===== src/rtl/iter_div_pkg.sv =====
// Shared encodings, counter sizing and result layout for the iterative divider.
// Latency: none (types and constants only).
// Backpressure: none (no datapath in this file).
//
// The result layout macro is also what the EXE-stage result mux assumes:
// quotient in the upper half, remainder in the lower half.

`ifndef ITER_DIV_DOUT
`define ITER_DIV_DOUT(quo, rem) {(quo), (rem)}
`endif

package iter_div_pkg;

   // Divider sequencing states.
   typedef enum logic [1:0] {
      ST_IDLE = 2'd0,
      ST_CALC = 2'd1,
      ST_DONE = 2'd2
   } div_state_e;

   // Operand width of the standard core build.
   localparam int DIV_WIDTH_DFLT = 32;

   // Bits needed for a counter running WIDTH-1 down to 0.
   function automatic int div_cnt_w(input int width);
      return (width > 1) ? $clog2(width) : 1;
   endfunction

   localparam int DIV_CNT_W = div_cnt_w(DIV_WIDTH_DFLT);

endpackage


===== src/rtl/iter_div_sign_fix.sv =====
// Two-lane conditional two's-complement negate; used as |x| on operand prep
// and as the sign fix-up on the quotient/remainder.
// Latency: combinational. Backpressure: none (pure function of its inputs).
//
// Ports:
//   x_in, y_in   : lane inputs
//   neg_x, neg_y : negate the matching lane when high
//   x_out, y_out : lane outputs
// For absolute value the caller drives neg_* with the operand's sign bit; the
// most negative value maps to itself, which read as unsigned is 2^(WIDTH-1).

module div_sign_fix
   import iter_div_pkg::*;
#(
   parameter int WIDTH = DIV_WIDTH_DFLT
) (
   input  logic [WIDTH-1:0] x_in,
   input  logic [WIDTH-1:0] y_in,
   input  logic             neg_x,
   input  logic             neg_y,
   output logic [WIDTH-1:0] x_out,
   output logic [WIDTH-1:0] y_out
);

   assign x_out = neg_x ? (-x_in) : x_in;
   assign y_out = neg_y ? (-y_in) : y_in;

endmodule


===== src/rtl/iter_div.sv =====
// Radix-2 restoring divider answering the EXE-stage divide handshake.
// Latency: last operand handshake at edge T -> dout_tvalid in the cycle after edge T+WIDTH+1.
// Backpressure: per-channel tready low from capture until the result strobe; output has none.
//
// Ports:
//   clk, resetn            : clock (rising edge), asynchronous active-low reset
//   flush                  : abandon any operation, drop captured operands
//   s_axis_dividend_*      : dividend valid/ready channel
//   s_axis_divisor_*       : divisor valid/ready channel
//   m_axis_dout_tdata      : {quotient, remainder}, held until the next result
//   m_axis_dout_tvalid     : one-cycle result strobe
//
// SIGNED selects two's-complement (truncating) division; otherwise unsigned.

module iter_div
   import iter_div_pkg::*;
#(
   parameter int WIDTH  = DIV_WIDTH_DFLT,
   parameter bit SIGNED = 1'b0
) (
   input  logic               clk,
   input  logic               resetn,
   input  logic               flush,
   input  logic [WIDTH-1:0]   s_axis_dividend_tdata,
   input  logic               s_axis_dividend_tvalid,
   output logic               s_axis_dividend_tready,
   input  logic [WIDTH-1:0]   s_axis_divisor_tdata,
   input  logic               s_axis_divisor_tvalid,
   output logic               s_axis_divisor_tready,
   output logic [2*WIDTH-1:0] m_axis_dout_tdata,
   output logic               m_axis_dout_tvalid
);

   // The standard build shares the counter width with the rest of the core.
   localparam int CNT_W = (WIDTH == DIV_WIDTH_DFLT) ? DIV_CNT_W : div_cnt_w(WIDTH);
   localparam logic [CNT_W-1:0] CNT_LAST = CNT_W'(WIDTH - 1);

   // ---------------------------------------------------------------------
   // State
   // ---------------------------------------------------------------------
   div_state_e         state_q,    state_d;
   logic               dvd_flg_q,  dvd_flg_d;   // dividend captured
   logic               dvs_flg_q,  dvs_flg_d;   // divisor captured
   logic [WIDTH-1:0]   dvd_q,      dvd_d;       // raw captured dividend
   logic [WIDTH-1:0]   dvs_q,      dvs_d;       // raw captured divisor
   logic [WIDTH-1:0]   div_q,      div_d;       // divisor magnitude used by the loop
   logic [WIDTH-1:0]   rem_q,      rem_d;       // partial remainder
   logic [WIDTH-1:0]   quo_q,      quo_d;       // dividend bits shifting out / quotient bits in
   logic [CNT_W-1:0]   cnt_q,      cnt_d;
   logic               quo_neg_q,  quo_neg_d;
   logic               rem_neg_q,  rem_neg_d;
   logic [2*WIDTH-1:0] dout_dat_q, dout_dat_d;
   logic               dout_vld_q, dout_vld_d;

   // ---------------------------------------------------------------------
   // Input capture
   // ---------------------------------------------------------------------
   logic dvd_rdy, dvs_rdy;
   logic dvd_hs,  dvs_hs;
   logic start;

   assign dvd_rdy = (state_q == ST_IDLE) && !dvd_flg_q;
   assign dvs_rdy = (state_q == ST_IDLE) && !dvs_flg_q;
   assign dvd_hs  = s_axis_dividend_tvalid && dvd_rdy;
   assign dvs_hs  = s_axis_divisor_tvalid  && dvs_rdy;

   // Both operands are present either from an earlier capture or from a
   // handshake at this very edge.
   assign start = (state_q == ST_IDLE) && (dvd_flg_q || dvd_hs) && (dvs_flg_q || dvs_hs);

   // Operand values for prep: the latched copy if already captured, otherwise
   // the bus value arriving with this edge's handshake.
   logic [WIDTH-1:0] a_raw, b_raw;
   logic             a_sgn, b_sgn;
   logic [WIDTH-1:0] a_mag, b_mag;

   assign a_raw = dvd_flg_q ? dvd_q : s_axis_dividend_tdata;
   assign b_raw = dvs_flg_q ? dvs_q : s_axis_divisor_tdata;
   assign a_sgn = SIGNED && a_raw[WIDTH-1];
   assign b_sgn = SIGNED && b_raw[WIDTH-1];

   div_sign_fix #(.WIDTH(WIDTH)) u_prep (
      .x_in  (a_raw),
      .y_in  (b_raw),
      .neg_x (a_sgn),
      .neg_y (b_sgn),
      .x_out (a_mag),
      .y_out (b_mag)
   );

   // ---------------------------------------------------------------------
   // One restoring step per cycle
   // ---------------------------------------------------------------------
   // rem is kept one bit wider during the trial so that a shifted remainder
   // up to 2*divisor-1 never overflows; the top bit of the difference is
   // the borrow.
   logic [WIDTH:0]   rem_sh;
   logic [WIDTH:0]   trial;
   logic             no_borrow;
   logic [WIDTH-1:0] rem_nx, quo_nx;
   logic [WIDTH-1:0] quo_fx, rem_fx;

   assign rem_sh    = {rem_q, quo_q[WIDTH-1]};
   assign trial     = rem_sh - {1'b0, div_q};
   assign no_borrow = !trial[WIDTH];
   assign rem_nx    = no_borrow ? trial[WIDTH-1:0] : rem_sh[WIDTH-1:0];
   assign quo_nx    = {quo_q[WIDTH-2:0], no_borrow};

   // Fix-up operates on the final step's values so the result can be
   // registered on the same edge that leaves CALC.
   div_sign_fix #(.WIDTH(WIDTH)) u_fix (
      .x_in  (quo_nx),
      .y_in  (rem_nx),
      .neg_x (quo_neg_q),
      .neg_y (rem_neg_q),
      .x_out (quo_fx),
      .y_out (rem_fx)
   );

   // ---------------------------------------------------------------------
   // Next-state logic
   // ---------------------------------------------------------------------
   always_comb begin
      state_d    = state_q;
      dvd_flg_d  = dvd_flg_q;
      dvs_flg_d  = dvs_flg_q;
      dvd_d      = dvd_q;
      dvs_d      = dvs_q;
      div_d      = div_q;
      rem_d      = rem_q;
      quo_d      = quo_q;
      cnt_d      = cnt_q;
      quo_neg_d  = quo_neg_q;
      rem_neg_d  = rem_neg_q;
      dout_dat_d = dout_dat_q;
      dout_vld_d = 1'b0;

      unique case (state_q)
         ST_IDLE: begin
            if (dvd_hs) begin
               dvd_d     = s_axis_dividend_tdata;
               dvd_flg_d = 1'b1;
            end
            if (dvs_hs) begin
               dvs_d     = s_axis_divisor_tdata;
               dvs_flg_d = 1'b1;
            end
            if (start) begin
               state_d   = ST_CALC;
               dvd_flg_d = 1'b0;
               dvs_flg_d = 1'b0;
               quo_d     = a_mag;
               rem_d     = '0;
               div_d     = b_mag;
               cnt_d     = CNT_LAST;
               // A zero divisor already drives every quotient bit to one;
               // leaving it un-negated makes it read as -1 in signed mode.
               // The remainder equals |dividend| and takes the dividend sign.
               quo_neg_d = (a_sgn ^ b_sgn) && (b_raw != '0);
               rem_neg_d = a_sgn;
            end
         end

         ST_CALC: begin
            rem_d = rem_nx;
            quo_d = quo_nx;
            if (cnt_q == '0) begin
               state_d    = ST_DONE;
               dout_dat_d = `ITER_DIV_DOUT(quo_fx, rem_fx);
            end else begin
               cnt_d = cnt_q - 1'b1;
            end
         end

         ST_DONE: begin
            // The strobe is registered on the way out of DONE, so it is
            // visible in the first IDLE cycle alongside the raised treadys.
            state_d    = ST_IDLE;
            dout_vld_d = 1'b1;
         end

         default: begin
            state_d = ST_IDLE;
         end
      endcase

      // flush overrides everything above, including a same-edge handshake.
      if (flush) begin
         state_d    = ST_IDLE;
         dvd_flg_d  = 1'b0;
         dvs_flg_d  = 1'b0;
         dout_vld_d = 1'b0;
         dout_dat_d = dout_dat_q;
      end
   end

   // ---------------------------------------------------------------------
   // Registers
   // ---------------------------------------------------------------------
   always_ff @(posedge clk or negedge resetn) begin
      if (!resetn) begin
         state_q    <= ST_IDLE;
         dvd_flg_q  <= 1'b0;
         dvs_flg_q  <= 1'b0;
         dvd_q      <= '0;
         dvs_q      <= '0;
         div_q      <= '0;
         rem_q      <= '0;
         quo_q      <= '0;
         cnt_q      <= '0;
         quo_neg_q  <= 1'b0;
         rem_neg_q  <= 1'b0;
         dout_dat_q <= '0;
         dout_vld_q <= 1'b0;
      end else begin
         state_q    <= state_d;
         dvd_flg_q  <= dvd_flg_d;
         dvs_flg_q  <= dvs_flg_d;
         dvd_q      <= dvd_d;
         dvs_q      <= dvs_d;
         div_q      <= div_d;
         rem_q      <= rem_d;
         quo_q      <= quo_d;
         cnt_q      <= cnt_d;
         quo_neg_q  <= quo_neg_d;
         rem_neg_q  <= rem_neg_d;
         dout_dat_q <= dout_dat_d;
         dout_vld_q <= dout_vld_d;
      end
   end

   // ---------------------------------------------------------------------
   // Outputs
   // ---------------------------------------------------------------------
   assign s_axis_dividend_tready = dvd_rdy;
   assign s_axis_divisor_tready  = dvs_rdy;
   assign m_axis_dout_tdata      = dout_dat_q;
   assign m_axis_dout_tvalid     = dout_vld_q;

endmodule


===== config.mk =====
export PLATFORM = sky130hd
export DESIGN_NAME = iter_div
export DESIGN_NICKNAME = d
export VERILOG_FILES = /design/src/rtl/iter_div_pkg.sv /design/src/rtl/iter_div_sign_fix.sv /design/src/rtl/iter_div.sv
export SDC_FILE = /design/constraint.sdc
export NUM_CORES = 1
export LEC_CHECK = 0
export ABC_AREA = 1
export BUFFER_PORTS_ARGS = -buffer_cell sky130_fd_sc_hd__buf_4
export CAP_MARGIN = 20
export CORE_MARGIN = 8
export CORE_UTILIZATION = 40
export DETAILED_ROUTE_END_ITERATION = 8
export GPL_ROUTABILITY_DRIVEN = 0
export PLACE_DENSITY = 0.55
export SLEW_MARGIN = 0
export SYNTH_ARGS = -nofsm -noshare
export SYNTH_HDL_FRONTEND = slang
export SYNTH_SLANG_ARGS = --single-unit

===== constraint.sdc =====
create_clock -name clk -period 3.4 [get_ports clk]
set_clock_uncertainty 0.1 [all_clocks]
set_input_delay 0 -clock clk [delete_from_list [all_inputs] [get_ports clk]]
set_output_delay 0 -clock clk [all_outputs]
set_load 0.02 [all_outputs]

======== After elaboration in Yosys (flattened, before gate mapping) ========
Index checks and enable logic that the tools add are counted.
Widths: inputs -> output; s select.
storage, ports and cells
  register bits after elaboration ......... 234
  logic and storage cells ................. 70
  output and inout port bits .............. 67
operators by class
  bitwise operators ....................... 1
  eq/ne operators ......................... 6
  reduce and logical (&&, ||, !) cells .... 26
  mux-type cells .......................... 24
  add/subtract/negate cells ............... 2
operators with widths
  kind                 number
  $mux 32              5
  $pmux 32 s2          2
  $sub 33x32->33       1
  $reduce_and 2->1     7
  $mux 1               10
  $mux 5               2
  $pmux 5 s2           1
  $logic_and 1x1->1    6
  $mux 2               3
  $ne 3x3->1 const B   2
  $reduce_and 3->1     2
  $reduce_bool 3->1    2
  $logic_not 5->1      1
  $sub 5x1->5 const B  1
  $ne 2x2->1 const B   2
  $pmux 2 s2           1
  $reduce_bool 2->1    2
  $logic_not 1->1      3
  $eq 2x1->1 const B   1
  $eq 2x2->1 const B   1
  $logic_not 2->1      1
  $logic_or 1x1->1     2
  $not 1->1            1

======== Depth between registers and ports, before layout ========
Gate-level depths: netlist (run 1).
  word-level depth ........................ 9
  depth in mapped cells ................... 19

======== By module ========
A second synthesis (run 1) with hierarchy kept.
second synthesis, totals
  cell total of the unflattened synthesis .. 2,740
  area total of the unflattened synthesis .. 17,187.7 um^2
modules (own cells, without submodules)
  module                  sequential area each (um^2)  cells an instance  area each (um^2)  instances
  iter_div                5,855.6                      1,836              12,976.2          1
  div_sign_fix at u_fix   0.0                          451                2,108.3           1
  div_sign_fix at u_prep  0.0                          453                2,103.3           1

======== Worst setup path after synthesis (run 1) ========
OpenSTA, ideal clock, no wires.
  kind .................................... register to register
  start point ............................. register quo_q[31]
  end point ............................... register rem_q[27]
  path slack .............................. 1,115 ps
  stages on the path, launching flop included .. 18
  library setup time ...................... 116 ps
  buffers on the path ..................... 1
  arrival time ............................ 2,068 ps
  data required time ...................... 3,184 ps
  cell sequence ........................... dfrtp_1 -> inv_1 -> ha_1 -> inv_1 -> fa_1 -> nand2_1 -> nand2_1 -> nand3_2 -> nand2_2 -> nand2_2 -> nand2_2 -> nand2_4 -> nand3_4 -> buf_4 -> nand3_1 -> nand2_2 -> nand2_1 -> nand2_1
on the way
  cells in the longest elaborated chain, start to end .. 3
ends and longest elaborated chain
  what                    RTL line         RTL
  from (decl)             iter_div.sv:48   logic [WIDTH-1:0] quo_q, quo_d;
  from (signal assigned)  iter_div.sv:223  quo_q <= quo_d;
  $sub 33x32->33          iter_div.sv:104  assign trial = rem_sh - {1'b0, div_q};
  $mux 32                 iter_div.sv:106  assign rem_nx = no_borrow ? trial[WIDTH-1:0] : rem_sh[WIDTH-1:0];
  $pmux 32 s2             iter_div.sv:138  unique case (state_q)
  to (signal assigned)    iter_div.sv:222  rem_q <= rem_d;
  to (decl)               iter_div.sv:47   logic [WIDTH-1:0] rem_q, rem_d;
Every way passes these cells.
A chain may end at the register's enable or synchronous reset.

======== Final worst setup path (run 1) ========
  start point ............................. register quo_q[31]
  end point ............................... register dout_dat_q[8], in the netlist m_axis_dout_tdata[8]
on the way
  cells in the longest elaborated chain, start to end .. 2
ends and longest elaborated chain
  what                  RTL line         RTL
  $sub 33x32->33        iter_div.sv:104
  $mux 32               iter_div.sv:106
  to (signal assigned)  iter_div.sv:227  dout_dat_q <= dout_dat_d;
  to (decl)             iter_div.sv:52   logic [2*WIDTH-1:0] dout_dat_q, dout_dat_d;
Every way passes these cells.

==> results of run 1 <==
-- final cells by class --
cell class	instances	area share (%)
inverters	286	6.677
flip-flops and latches	234	36.42
diodes	5	0.07781
multi-input cells	1126	35.24
repair buffers	240	12.96
clock buffers	40	4.941
clock inverters	7	0.5058
well taps	408	3.175
-- power groups by stage --
stage	Clock (mW)	Combinational (mW)	Sequential [mW]
2_1_floorplan	0	5.14	3.96
3_3_place_gp	0	6.61	4.04
3_5_place_dp	0	6.70	4.05
4_1_cts	2.94	6.92	4.01
5_1_grt	3.05	7.86	4.11
6_report	2.87	6.90	4.01
-- critical path, stage by stage, from the launching register on --
cell,delay [ns]
dfrtp_1,0.36
inv_1,0.09
ha_1,0.15
inv_1,0.08
fa_1,0.45
nand2_1,0.09
nand2_1,0.09
nand3_2,0.09
nand2_2,0.09
nand2_2,0.07
nand2_2,0.07
nand2_4,0.10
nand3_4,0.24
nand2_8,0.34
nand2_1,0.14
nand3_1,0.09
nand2_1,0.06
-- metrics by stage --
step                instance area (um^2)  hold slack, ns  instances
global route                       16080         0.06674       2346
global placement                   14290         0.01837       2206
floorplan                          12970         -0.3956       1721
finish                             16080        -0.02509       2346
detailed placement                 14320         0.01368       2207
CTS                                16070         0.02290       2341
-- cell usage after synthesis (16+ instances only) --
cell type	number
o21ai_0	117
dfrtp_1	234
o221ai_1	16
inv_1	281
nor2_1	77
clkbuf_1	46
nand2_1	578
ha_1	34
nand3b_1	24
o211ai_1	32
nand3_1	89
o2111ai_1	16
a21oi_1	24
nand2_2	19
-- final timing paths --
kind,to,cells after the start
worst min-delay path,div_q[14]$_DFFE_PN0P_,2
max in group asynchronous,quo_q[15]$_DFFE_PN0P_,3
worst max register to register,m_axis_dout_tdata[8]$_DFFE_PN0P_,16
worst max-delay path,m_axis_dout_tdata[8]$_DFFE_PN0P_,16
min in group clk,m_axis_dout_tvalid$_DFF_PN0_,3
worst min register to register,dvs_q[0]$_DFFE_PN0P_,2
-- layer usage --
metal	global-route usage (%)	part of all wire, %
met5	0	0
met1	25.53	47
met4	4.660	2.4
met3	3.461	5.1
met2	31.10	46
-- sequential cells by signal, indices dropped and copies added (netlist names), 2 cells and up --
register           cells
cnt_q                  5
div_q                 32
dvd_q                 32
dvs_q                 32
m_axis_dout_tdata     64
quo_q                 32
rem_q                 32
state_q                2
-- cells by family (layout without fill, tap and decap cells) --
family                     after synthesis  count (layout)
and+or+nand+nor                        821             821
buffers and inverters                  361             573
xor gates and xnor gates                15              15
adders and majority gates               35              35
DFF                                    234             234
other                                    0               5
AOI/OAI and AO/OA                      255             255
-- timing repair --
action / CTS / global route
hold endpoints to repair: 253 / 0
setup buffers: 0 / 0
hold buffers: 87 / 0
==> flow_metrics.py, run 1 <==
metrics = {
    "cts": {
        "numCtsBuffers": 27,
        "clk_pin_slew_ns": 0.06,
        "cts_max_path_buffers": 3,
        "htree_levels": 1,
        "ctsResizeCount": 0,
        "clock-root-buffer": "clkbuf_16",
        "cts_sinks": 234,
        "clkLatencyLatePin_ns": 0.55,
        "cts_tree": "built",
    },
    "die": {
        "die_w_um": 196.1,
        "ios": 136,
        "placementRows": 66,
        "dieArea_um2": 38450,
        "core_area_um2": 32210,
        "start_util_pct": 40.28,
        "die_h_um": 196.1,
    },
    "synth": {
        "yosysUniqueCellTypes": 46,
        "yosys_warnings": 0,
        "synth_compound_area_share_pct": 12.33,
        "synth_area_leaders": "dfrtp_1 (45%), nand2_1 (17%), inv_1 (8.1%), o21ai_0 (4.5%), nand3_1 (3.4%)",
        "netlist_instances": 1721,
        "yosysTopAreaCellShare_pct": 45.13,
        "synth_top_family_by_area": "simple AND/OR/NAND/NOR gates",
        "ys_async_sr_fraction_pct": 100.0,
        "yosysSeqAreaShare_pct": 45.13,
        "yosys-mux-area-fraction_pct": 0,
        "synthFlopType": "dfrtp_1",
        "netlist_area_um2": 12970,
        "synth_area_per_cell_um2": 7.538,
        "synth_fp_nets": 1825,
        "synth_edf_count": 0,
        "yosys.area_share.simple_pct": 26.87,
        "synth-xor-area-share_pct": 1.013,
        "synth_top_area_cell": "dfrtp_1",
        "synth_seq_cells": 234,
        "synth_adder_area_share_pct": 3.433,
    },
    "worst_setup_path": {
        "crit_required_ns": 3.74,
        "critPathLaunchType": "flop",
        "cp_max_fo": 33,
        "crit_path_start": "quo_q[31]$_DFFE_PN0P_",
        "critical_path_arrival_ns": 3.19,
        "rrSetupSlack_ns": 0.56,
        "end_kind": "flop",
        "criticalPathCategory": "flop to flop",
        "r2r_start": "quo_q[31]$_DFFE_PN0P_",
    },
    "sta": {
        "finalCritPeriodShare_pct": 83.60,
        "max_slew.worst_pin.slew_ns": 0.8608,
        "setup_tns_ns": 0,
        "post-route-min-period_ns": 2.842,
        "setup_slack_ns": 0.5577,
        "fmax_mhz": 351.8,
        "whs_ns": -0.02509,
        "relSlewSlack_pct": 42.62,
        "setup_viol": 0,
        "slew_violations": 0,
        "hold_viol": 6,
        "rsz0062_at_grt": "no",
    },
    "cells_and_area": {
        "drive_above_1_share_pct": 12.16,
        "seq_area_um2": 5856,
        "area.growth.synth_to_final_pct": 23.94,
        "fillers": 3185,
        "layout_common_cells": "nand2_1 (576), inv_1 (279), dfrtp_1 (234)",
        "nets": 2019,
        "post-route-util_pct": 49.93,
        "layout_commonest_cell": "nand2_1",
        "multiInputGateArea_um2": 5667,
    },
    "drt": {
        "first_pass_iters": 5,
        "drc": 0,
        "via_per_inst": 4.939,
        "routed_wl_um": 36170,
        "num_vias": 11590,
        "drtIter0Drc": 702,
        "wl_per_cell_um": 15.42,
        "ant_nets": 0,
    },
    "power_and_ir_drop": {
        "power.density_nw_per_um2": 857.3,
        "pwr-share-clk_pct": 20.8,
        "vdd_drop_max_v": 0.0004351,
        "p_comb_share_pct": 50.1,
        "seqPwrFrac_pct": 29.1,
        "power.total_mw": 13.78,
        "power.share.switching_pct": 44.57,
        "internal_power_mw": 7.641,
        "switching_power_mw": 6.144,
        "power_leakage_nw": 8.758,
    },
    "run": {
        "maxCapViolCount": 0,
    },
    "grt": {
        "grt_max_degree": 104,
        "grt_pass1_wl_um": 60410,
        "grt_pass1_vias": 11550,
        "antenna_found_initial": 5,
        "grt_usage_pct": 18.93,
        "grt_overflow": 0,
    },
    "outcome": {
        "violations": "negative hold slack",
        "status": "finished with violations",
    },
    "min_path": {
        "hold_class": "input port to async pin",
    },
    "placed_design": {
        "dp_slack_ns": 0.5582,
        "place.port_buffers": 135,
        "dpl.hpwl_um": 25380,
    },
}
Power figures use the tool's default switching activity.
==> run 2, diff against run 1 <==
PLACE_DENSITY = 0.57   (was 0.55)
clock period = 2.5 ns   (was 3.4 ns; I/O delays follow)
==> run 2 against run 1 <==
  * Global-route usage decreased by 0.18 points
  * Highest routed layer unchanged
  * Largest power group unchanged
  * Combinational power increased by 52%
  * Clock power increased by 44%
  * Total power increased by 46%
  * Largest cell class is now multi-input gates
  * The run now ends clean
  * Register-to-register slack got worse by 0.50 ns
  * Critical path type unchanged
  * Clock-buffer cell count unchanged
  * Setup slack got worse by 0.50 ns
  * Core utilization increased by 1.8 points
  * Final area increased by 3.5%
==> flow_metrics.py, run 2 (synthesis results as in run 1) <==
metrics = {
    "grt": {
        "grt_usage_pct": 18.75,
        "grt_max_degree": 68,
        "grt_overflow": 0,
        "grt_pass1_wl_um": 59790,
        "antenna_found_initial": 4,
        "grt_pass1_vias": 11350,
    },
    "placed_design": {
        "dp_slack_ns": 0.03559,
        "dpl.hpwl_um": 25670,
        "placed_cell_area_um2": 14450,
        "place.port_buffers": 135,
    },
    "drt": {
        "wl_per_cell_um": 15.83,
        "routed_wl_um": 37230,
        "first_pass_iters": 7,
        "via_per_inst": 4.931,
        "ant_nets": 0,
        "drtIter0Drc": 642,
        "drc": 0,
        "num_vias": 11600,
    },
    "worst_setup_path": {
        "criticalPathCategory": "flop to flop",
        "critical_path_arrival_ns": 2.77,
        "crit_slowest_cell": "fa_2",
        "r2r_start": "quo_q[31]$_DFFE_PN0P_",
        "end_kind": "flop",
        "max_stage_delay_ns": 0.39,
        "reg2regPathDepth": 18,
        "crit_chain": "inv_2 -> ha_4 -> inv_4 -> fa_2 -> nand2_2 -> nand2_4 -> nand3_2 -> nand2_2 -> nand2_2 -> nand2_4 -> nand2_4 -> nand3_4 -> buf_12 -> buf_8 -> nand3_2 -> nand2_2 -> nand2_1 -> nand2_1",
        "crit_buf_inv": 4,
        "rrSetupSlack_ns": 0.05,
        "rr_endpoint": "rem_q[27]$_DFFE_PN0P_",
        "cpMostUsedCell": "nand2_2",
        "cp_max_fo": 8,
        "crit_family": "simple AND/OR/NAND/NOR gates",
        "crit_required_ns": 2.82,
        "critPathLaunchType": "flop",
    },
    "cts": {
        "htree_levels": 1,
        "cts_max_path_buffers": 3,
        "numCtsBuffers": 26,
        "clock-root-buffer": "clkbuf_16",
        "clkLatencyLatePin_ns": 0.54,
        "clk_pin_slew_ns": 0.06,
        "cts_tree": "built",
        "cts_sinks": 234,
    },
    "cells_and_area": {
        "layout_common_cells": "nand2_1 (561), inv_1 (273), dfrtp_1 (234)",
        "largest_reg_flops": 64,
        "nets": 2027,
        "layout_commonest_cell": "nand2_1",
        "drive_above_1_share_pct": 16.24,
        "area.growth.synth_to_final_pct": 28.29,
        "finish.instance_area_um2": 16640,
    },
    "die": {
        "die_h_um": 196.1,
        "start_util_pct": 40.28,
        "ios": 136,
        "die_w_um": 196.1,
        "core_area_um2": 32210,
        "dieArea_um2": 38450,
        "placementRows": 66,
    },
    "min_path": {
        "hold_class": "input port to async pin",
    },
    "sta": {
        "post-route-min-period_ns": 2.447,
        "hold_viol": 0,
        "whs_ns": 0.01482,
        "fmax_mhz": 408.7,
        "max_slew.worst_pin.slew_ns": 0.6363,
        "slew_violations": 0,
        "setup_viol": 0,
        "setup_slack_ns": 0.05293,
        "finalCritPeriodShare_pct": 97.88,
        "rsz0062_at_grt": "yes",
        "relSlewSlack_pct": 57.58,
    },
    "outcome": {
        "status": "finished clean",
    },
    "power_and_ir_drop": {
        "vdd_drop_max_v": 0.0005386,
        "power_leakage_nw": 8.920,
        "power.density_nw_per_um2": 1207,
    },
    "run": {
        "maxCapViolCount": 0,
    },
}
run 2: report_power, final:
| group | total [mW] | leakage, nW | internal, mW | switching (mW) |
|---|---|---|---|---|
| clock | 4.12 | 0.464 | 2.58 | 1.54 |
| combinational | 10.5 | 5.53 | 3.86 | 6.61 |
| sequential | 5.50 | 2.92 | 4.90 | 0.599 |
| total | 20.1 | 8.92 | 11.3 | 8.75 |
run 2: area by class of cell:
class                      count  area, um^2
antenna                        4       10.01
clock buffer                  40       834.6
clock inverter                 5       100.1
fill                        3142       15560
inverter                     286        1076
multi-input combinational   1129        6003
sequential                   234        5856
tap                          408       510.5
timing repair buffer         246        2253
run 2: repair_timing:
item / in CTS / in global routing
endpoints found under the setup margin: 0 / 65
setup buffers: 0 / 7
hold buffers: 69 / 0
gates resized for setup: 0 / 68
endpoints found under the hold margin: 402 / 0
run 2: per-layer routing:
metal / up-vias / wire, um / share of wire, % / GRT usage [%]
met5: - / 0 / 0 / 0
met1: 5435 / 17550 / 47 / 25.79
li1: 5850 / - / - / -
met3: 54 / 1763 / 4.7 / 3.136
met2: 258 / 17190 / 46 / 30.53
met4: 0 / 724 / 1.9 / 4.351
run 2: worst reg2reg max path, delay by kind of cell (launching register included):
family,cells,cell delay (ns)
simple gates,12,0.89
fa+ha+maj,2,0.52
buf+inv,4,0.45
flops,1,0.37
run 2: worst max-delay path by stage:
stage | start | slack [ns] | endpoint | cells after the start
floorplan | quo_q[31]$_DFFE_PN0P_ | 0.22 | rem_q[27]$_DFFE_PN0P_ | 17
global placement | quo_q[31]$_DFFE_PN0P_ | 0.07 | m_axis_dout_tdata[9]$_DFFE_PN0P_ | 16
detailed placement | quo_q[31]$_DFFE_PN0P_ | 0.04 | rem_q[25]$_DFFE_PN0P_ | 18
CTS | quo_q[31]$_DFFE_PN0P_ | 0.02 | m_axis_dout_tdata[9]$_DFFE_PN0P_ | 16
global route | quo_q[31]$_DFFE_PN0P_ | -0.05 | rem_q[23]$_DFFE_PN0P_ | 17
finish | quo_q[31]$_DFFE_PN0P_ | 0.05 | rem_q[27]$_DFFE_PN0P_ | 18
run 2: through the flow:
stage	utilization, %	setup TNS [ns]	power, mW	cells
3_5_place_dp	44.86	0	14.69	2220
2_1_floorplan	-	0	12.37	1721
3_3_place_gp	44.86	0	14.59	2220
6_report	51.68	0	20.09	2352
5_1_grt	51.68	-1.586	21.73	2352
4_1_cts	49.96	0	19.00	2334
